### src/rtl/accel_read_arbiter.sv
// accel_read_arbiter
//   Shares the single accelerator read port between NUM_SOURCES FIFO adapters.
//   One source at a time holds the grant for a burst of up to BURST_LEN words.
//   Its head word and can-read flag are forwarded, and the accelerator's pop is
//   routed back as that source's pop strobe. Grants are always separated by one
//   IDLE cycle.
//
// Build option:
//   ARB_FIXED_PRIORITY_EN - when defined, every arbitration scans from source 0
//                           (source 0 highest priority). rr_ptr stays at 0.
//                           When undefined, arbitration is round-robin.
//
// Ports:
//   clk                clock, all state updates on posedge
//   rst                asynchronous active-high reset
//   src_can_read       per-source FIFO non-empty flags (bit i = source i)
//   src_read_data      per-source head words, source i at [16*i+15:16*i]
//   src_read_enable    per-source pop strobe, one-hot or zero
//   accel_can_read     granted source has a word available
//   accel_read_data    head word of the granted source (0 while idle)
//   accel_read_enable  accelerator pops the current word
//   accel_read_source  index of the granted source
//   busy               high while a grant is held
module accel_read_arbiter #(
  parameter int NUM_SOURCES = 2,
  parameter int SRC_WIDTH   = 1,
  parameter int BURST_LEN   = 16,
  parameter int CNT_WIDTH   = 5
) (
  input  logic                      clk,
  input  logic                      rst,
  input  logic [NUM_SOURCES-1:0]    src_can_read,
  input  logic [16*NUM_SOURCES-1:0] src_read_data,
  output logic [NUM_SOURCES-1:0]    src_read_enable,
  output logic                      accel_can_read,
  output logic [15:0]               accel_read_data,
  input  logic                      accel_read_enable,
  output logic [SRC_WIDTH-1:0]      accel_read_source,
  output logic                      busy
);

  typedef enum logic {
    IDLE  = 1'b0,
    GRANT = 1'b1
  } state_t;

  state_t               state;
  state_t               state_next;
  logic [SRC_WIDTH-1:0] grant;
  logic [SRC_WIDTH-1:0] grant_next;
  logic [SRC_WIDTH-1:0] rr_ptr;
  logic [SRC_WIDTH-1:0] rr_ptr_next;
  logic [SRC_WIDTH-1:0] pick;
  logic [SRC_WIDTH-1:0] scan_idx;
  logic [CNT_WIDTH-1:0] burst_cnt;
  logic [CNT_WIDTH-1:0] burst_cnt_next;
  logic                 found;
  logic                 head_valid;
  logic                 transfer;
  logic                 burst_last;

  assign head_valid = src_can_read[grant];
  assign transfer   = (state == GRANT) && accel_read_enable && head_valid;
  assign burst_last = (burst_cnt == CNT_WIDTH'(BURST_LEN - 1));

  // First requesting source at or after rr_ptr, wrapping modulo NUM_SOURCES.
  always_comb begin
    found    = 1'b0;
    pick     = '0;
    scan_idx = '0;
    for (int unsigned i = 0; i < NUM_SOURCES; i++) begin
      scan_idx = SRC_WIDTH'((int'(rr_ptr) + int'(i)) % NUM_SOURCES);
      if (!found && src_can_read[scan_idx]) begin
        found = 1'b1;
        pick  = scan_idx;
      end
    end
  end

  always_comb begin
    state_next     = state;
    grant_next     = grant;
    rr_ptr_next    = rr_ptr;
    burst_cnt_next = burst_cnt;
    case (state)
      IDLE: begin
        if (found) begin
          grant_next     = pick;
          burst_cnt_next = '0;
          state_next     = GRANT;
        end
      end
      GRANT: begin
        // Release when the source runs dry or the last word of a burst is popped.
        if (!head_valid || (transfer && burst_last)) begin
          state_next     = IDLE;
          burst_cnt_next = '0;
`ifdef ARB_FIXED_PRIORITY_EN
          rr_ptr_next    = '0;
`else
          rr_ptr_next    = (grant == SRC_WIDTH'(NUM_SOURCES - 1)) ? '0 : grant + 1'b1;
`endif
        end else if (transfer) begin
          burst_cnt_next = burst_cnt + 1'b1;
        end
      end
      default: state_next = IDLE;
    endcase
  end

  always_ff @(posedge clk or posedge rst) begin
    if (rst) begin
      state     <= IDLE;
      grant     <= '0;
      rr_ptr    <= '0;
      burst_cnt <= '0;
    end else begin
      state     <= state_next;
      grant     <= grant_next;
      rr_ptr    <= rr_ptr_next;
      burst_cnt <= burst_cnt_next;
    end
  end

  // Forwarding path; everything is forced to zero outside GRANT so that an
  // asynchronous reset cuts the pop strobe in the same cycle.
  always_comb begin
    accel_can_read  = 1'b0;
    accel_read_data = '0;
    src_read_enable = '0;
    if (state == GRANT) begin
      accel_can_read = head_valid;
      for (int unsigned i = 0; i < NUM_SOURCES; i++) begin
        if (grant == SRC_WIDTH'(i)) begin
          accel_read_data = src_read_data[16*i +: 16];
        end
      end
      src_read_enable[grant] = transfer;
    end
  end

  assign accel_read_source = grant;
  assign busy              = (state == GRANT);

endmodule
### config.mk
export PLATFORM = sky130hd
export DESIGN_NAME = accel_read_arbiter
export DESIGN_NICKNAME = d
export VERILOG_FILES = /design/src/rtl/accel_read_arbiter.sv
export SDC_FILE = /design/constraint.sdc
export NUM_CORES = 1
export LEC_CHECK = 0
export CORE_UTILIZATION = 32
export CTS_CLUSTER_DIAMETER = 80
export DETAILED_ROUTE_END_ITERATION = 12
export PLACE_DENSITY = 0.79
export SYNTH_ARGS = -nofsm -noshare
export SYNTH_HDL_FRONTEND = slang
export SYNTH_SLANG_ARGS = --single-unit
### constraint.sdc
create_clock -name clk -period 1.8 [get_ports clk]
set_input_delay 0.18 -clock clk [delete_from_list [all_inputs] [get_ports clk]]
set_output_delay 0.18 -clock clk [all_outputs]
set_load 0.05 [all_outputs]
; ---- After elaboration in Yosys (flattened, before gate mapping)
; Cells that the tools add are included.
[totals]
regBits = 8
wordCells = 51
output_inout_bits = 21
[classes]
magnitude_cmp = 4
bitwise_logic = 2
addsub = 3
n_eq_ne = 3
reduce_logical = 11
muxes = 24
[ops]
columns = cell, n
row1 = 16-bit two-way mux, 2
row2 = 1-bit two-way mux, 15
row3 = 5-bit two-way mux, 3
row4 = 5-bit one-hot mux with 2 select lines, 1
row5 = "1-bit by 2-bit less-than comparator with 1-bit output, second input constant", 3
row6 = 2-bit AND reduction, 3
row7 = "5-bit by 1-bit adder with 5-bit output, second input constant", 1
row8 = "5-bit by 4-bit equality test with 1-bit output, second input constant", 1
row9 = 1-bit logical AND, 5
row10 = "3-bit by 1-bit != test with 1-bit output, second input constant", 1
row11 = "1-bit adder, second input constant", 2
row12 = 2-bit bitwise AND, 1
row13 = 1-bit zero test, 2
row14 = 2-bit two-way mux, 1
row15 = "2-bit != test, second input constant", 1
row16 = 1-bit one-hot mux with 2 select lines, 1
row17 = 1-bit demux with 1-bit select, 1
row18 = "1-bit greater-or-equal comparator, second input constant", 1
row19 = 1-bit logical OR, 1
row20 = 1-bit inverter, 1

; ---- Logic depth before layout (Yosys ltp)
[logic_depth]
depth_word = 8
ltp_mapped = 7
depth_no_buf = 7

; ---- Least setup slack after synthesis
; Ideal clock, no wire load.
[synth_path]
path_kind = flip-flop to output port
startpoint = register grant, in the netlist accel_read_source
endpoint = output port accel_read_data[0]
path_stages_with_launch = 5
t_arrival_ns = 1.788
required_ns = 1.620
path_slack_ns = -0.168
cell_sequence = dfrtp_1 buf_6 buf_2 mux2i_1 nor2_1
[synth_via]
elab_chain_len = 2
[synth_lines]
columns = element, line
row1 = start: declaration, 49  ; logic [SRC_WIDTH-1:0] grant;
row2 = start signal: assignment, 119  ; grant <= grant_next;
row3 = 16-bit two-way mux, 134  ; if (grant == SRC_WIDTH'(i)) begin
row4 = 16-bit two-way mux, 131  ; if (state == GRANT) begin
row5 = end: declaration, 36  ; output logic [15:0] accel_read_data,
; No other way between the ends.

; ---- Worst setup path after layout
[layout_path]
startpoint = register burst_cnt[1]
endpoint = register burst_cnt[3]
[layout_via]
elab_chain_len = 5
elab_cells_between_ends = 9
classes_between = 1 x add/sub / 2 x eq/ne / 3 x mux / 3 x reduce/logical
[layout_lines]
columns = element, line
row1 = start: declaration, 55  ; logic [CNT_WIDTH-1:0] burst_cnt;
row2 = start signal: assignment, 121  ; burst_cnt <= burst_cnt_next;
row3 = "parallel branches: the longest is 5 deep, another holds 5-bit by 1-bit adder with 5-bit output", -
; Several ways; the timed one is not identified. The select of a mux whose other input is x is not followed.
; A chain may end at the register's enable or synchronous reset.

==> flow_summary.yaml <==
outcome:
  run_status: "finished, final reports clean"
worst_setup_path:
  end_kind: "register"
  worst_setup_path_start_kind: "register"
  reg2reg_from: "burst_cnt[1]"
  critical_path_arrival_ns: 1.81
  path_class: "reg -> reg"
  r2r.worst_path.cells: 7
  r2r_setup_slack_ns: 0.12
  cp.required_ns: 1.93
  rr_endpoint: "burst_cnt[3]"
  critical_path_peak_fanout: 4
cts:
  ctsLongestPathBuffers: 2
  tritoncts.num_buffers: 3
  maximum_level_of_the_cts_h_tree: 1
  worst_skew_pair.late_latency_ns: 0.25
  cts_tree: "done"
  cts.root.buffer_cell: "sky130_fd_sc_hd__clkbuf_4"
  tritoncts_num_sinks: 8
  clock_pin_slew_reported_for_the_worst_setup_and_hold_paths_after_clock_tree_synthesis_ns: 0.06
  cts_hold_buf: 0
detailed_routing:
  post_dr_vias_cell: 5.09
  remaining_drc_errors: 0
  top_layer_used: "met4"
  number_of_nets_with_antenna_violations_after_detailed_routing: 0
  detailroute.via_count: 931
  drt-met1-wl_um: 943
  wl_met2_mm: 1.22
  dr.first_iter.drc_count: 17
  firstDrtPassIters: 4
  route.final.wire_length_mm: 2.48
  routed_wl_per_cell_um: 13.6
  wl_met3_um: 280
global_routing:
  groute.usage.overall: 0.226
  vias_in_the_first_global_route: 966
  grt_start_max_net_pins: 22
  grt-ovfl-total: 0
  antenna_violations_before_repair: 0
  grt_pass1_wl_mm: 4.25
floorplanning:
  io_pins: 58
  die-area_um2: 2450
  initial_core_util: 0.353
  die_h_um: 49.5
  die-width_um: 49.5
  core_um2: 2040
  num_rows: 16
place:
  io_buffer_count: 57
  place_congestion: 0.900
  detailedPlacementHpwl_mm: 1.99
  dp_slack_ns: -0.0790
flow_run:
  maxCapViolCount: 0
finish:
  post_route_cells_drive_above_1_share: 0.288
  n_antenna_cell: 0
  n_fill_cell: 171
  finish.net_count: 196
  postLayoutCoreUtil: 0.699
  area_growth_pct: 98.1
synth:
  syn_area_per_cell_um2: 7.59
  synthCells: 95
  yosysWarnings: 0
  synth.ff_latch_count: 8
  synth.net_count: 134
  post_synth_num_cell_types: 24
  syn_area_um2: 721
  synth_sequential_area_ratio: 0.278
sta:
  min_period_ns: 1.68
  fin_worst_skew_ns: 0.00275
  fin_crit_sh: 0.932
  actual_transition_at_the_worst_max_transition_pin_ns: 0.451
  timing.fmax_mhz: 596
  final-setup-viol-count: 0
  layout_setup_ws_ns: 0.122
  final_hold_viol_count: 0
  final-max-slew-violation-count: 0
  slew-limit-headroom: 0.697
  grt_setup_unrepaired: "no"
pwr:
  seqPwrFrac: 0.148
  netSwitchingPower_w: 0.00104
  finalPower_w: 0.00195
  clock_power_share: 0.077
  power.share.combinational: 0.775
  cell_area_power_density_nw_per_um2: 1360
  peakVddDrop_mv: 0.928
  static-leakage-power_nw: 0.675
  p_int_w: 0.000903
  switching_fraction: 0.536
min_path:
  timing.hold.worst.class: "in -> async"
## stage by stage
stage	area (um^2)	instances	hold slack (ns)	setup TNS [ns]
finish	1430	183	0.168	0
global route	1430	183	0.207	0
CTS	1410	182	0.176	0
detailed placement	1380	178	0.453	-0.255
global placement	1380	178	0.444	0
floorplan	752	95	-0.00441	-0.699
## per-layer routing
metal	vias up	track usage
met5	-	0
met4	0	0.0762
met3	6	0.0926
met2	58	0.409
met1	416	0.233
li1	451	-
## cell usage after synthesis, drive strengths merged
cell / instances / area share
nand2: 11 / 0.057
dfrtp: 8 / 0.28
mux2: 1 / 0.021
inv: 6 / 0.031
clkbuf: 2 / 0.010
ha: 2 / 0.035
a32o: 1 / 0.014
a21oi: 5 / 0.035
a31o: 1 / 0.012
nor2: 19 / 0.099
buf: 3 / 0.030
nor2b: 1 / 0.0087
o21ai: 8 / 0.056
a31oi: 1 / 0.0087
mux2i: 16 / 0.22
nand3: 1 / 0.0069
and2: 1 / 0.0087
and3: 2 / 0.017
nand2b: 2 / 0.017
a22oi: 1 / 0.010
nor3: 2 / 0.014
nand4: 1 / 0.0087
## worst max path at each step
| stage | end | from | slack, ns | cells past startpoint |
|---|---|---|---|---|
| after detailed placement | burst_cnt[2] | burst_cnt[0] | -0.08 | 6 |
| after global placement | burst_cnt[4] | burst_cnt[0] | 0.11 | 6 |
| after floorplan | accel_read_data[12] | busy | -0.14 | 3 |
| after CTS | burst_cnt[3] | burst_cnt[0] | 0.04 | 6 |
| after global routing | burst_cnt[3] | burst_cnt[1] | 0.01 | 7 |
| final | burst_cnt[3] | burst_cnt[1] | 0.12 | 7 |
## state kept, by name, indices dropped and copies added (netlist names)
register,count
accel_read_source,1
burst_cnt,5
busy,1
rr_ptr,1
## worst max-delay path: stages, from the launching register on
cell and delay [ns]:
sky130_fd_sc_hd__dfrtp_1 0.39, sky130_fd_sc_hd__ha_1 0.20, sky130_fd_sc_hd__and3_1 0.19, sky130_fd_sc_hd__ha_2 0.23
sky130_fd_sc_hd__nand2_1 0.13, sky130_fd_sc_hd__and3_1 0.21, sky130_fd_sc_hd__a21oi_1 0.10, sky130_fd_sc_hd__o21ai_0 0.09
## cell families (layout without fill, tap and decap cells)
logic type / after synthesis / after routing / synth area share
and+or+nand+nor: 40 / 40 / 0.238
muxes: 17 / 17 / 0.243
buffers and inverters: 11 / 72 / 0.0712
DFF: 8 / 8 / 0.278
AOI/OAI and AO/OA: 17 / 17 / 0.135
adders and majority gates: 2 / 2 / 0.0347
## area by class of cell
class | instances | area, um^2 | area share
clock buffers | 4 | 26.3 | 0.0184
inverters | 6 | 22.5 | 0.0158
multi-input cells | 76 | 513 | 0.359
flip-flops and latches | 8 | 201 | 0.141
well taps | 27 | 33.8 | 0.0237
repair buffers | 62 | 631 | 0.442
## cells in the final DEF, fill, tap and decap left out, types with 3 or more instances in the layout
cell type / count
sky130_fd_sc_hd__a21oi_1: 5
sky130_fd_sc_hd__buf_12: 6
sky130_fd_sc_hd__buf_4: 20
sky130_fd_sc_hd__clkbuf_4: 3
sky130_fd_sc_hd__clkdlybuf4s50_1: 36
sky130_fd_sc_hd__dfrtp_1: 7
sky130_fd_sc_hd__inv_1: 6
sky130_fd_sc_hd__mux2i_1: 16
sky130_fd_sc_hd__nand2_1: 11
sky130_fd_sc_hd__nor2_1: 7
sky130_fd_sc_hd__nor2_2: 12
sky130_fd_sc_hd__o21ai_0: 6
## power groups by stage
stage / clock network, W / logic (W) / registers (W)
global placement: 0 / 0.00148 / 0.000288
finish: 0.000151 / 0.00151 / 0.000288
detailed placement: 0 / 0.00150 / 0.000292
global route: 0.000169 / 0.00159 / 0.000297
CTS: 0.000156 / 0.00150 / 0.000289
floorplan: 0 / 0.000962 / 0.000318
## what timing repair did
item | in CTS | in global routing
pin swaps | 0 | 0
setup buffers | 0 | 1
setup endpoints to repair | 5 | 5
gates resized for setup | 1 | 2
endpoints found under the hold margin | 0 | 0
(Power assumes the default switching activity.)
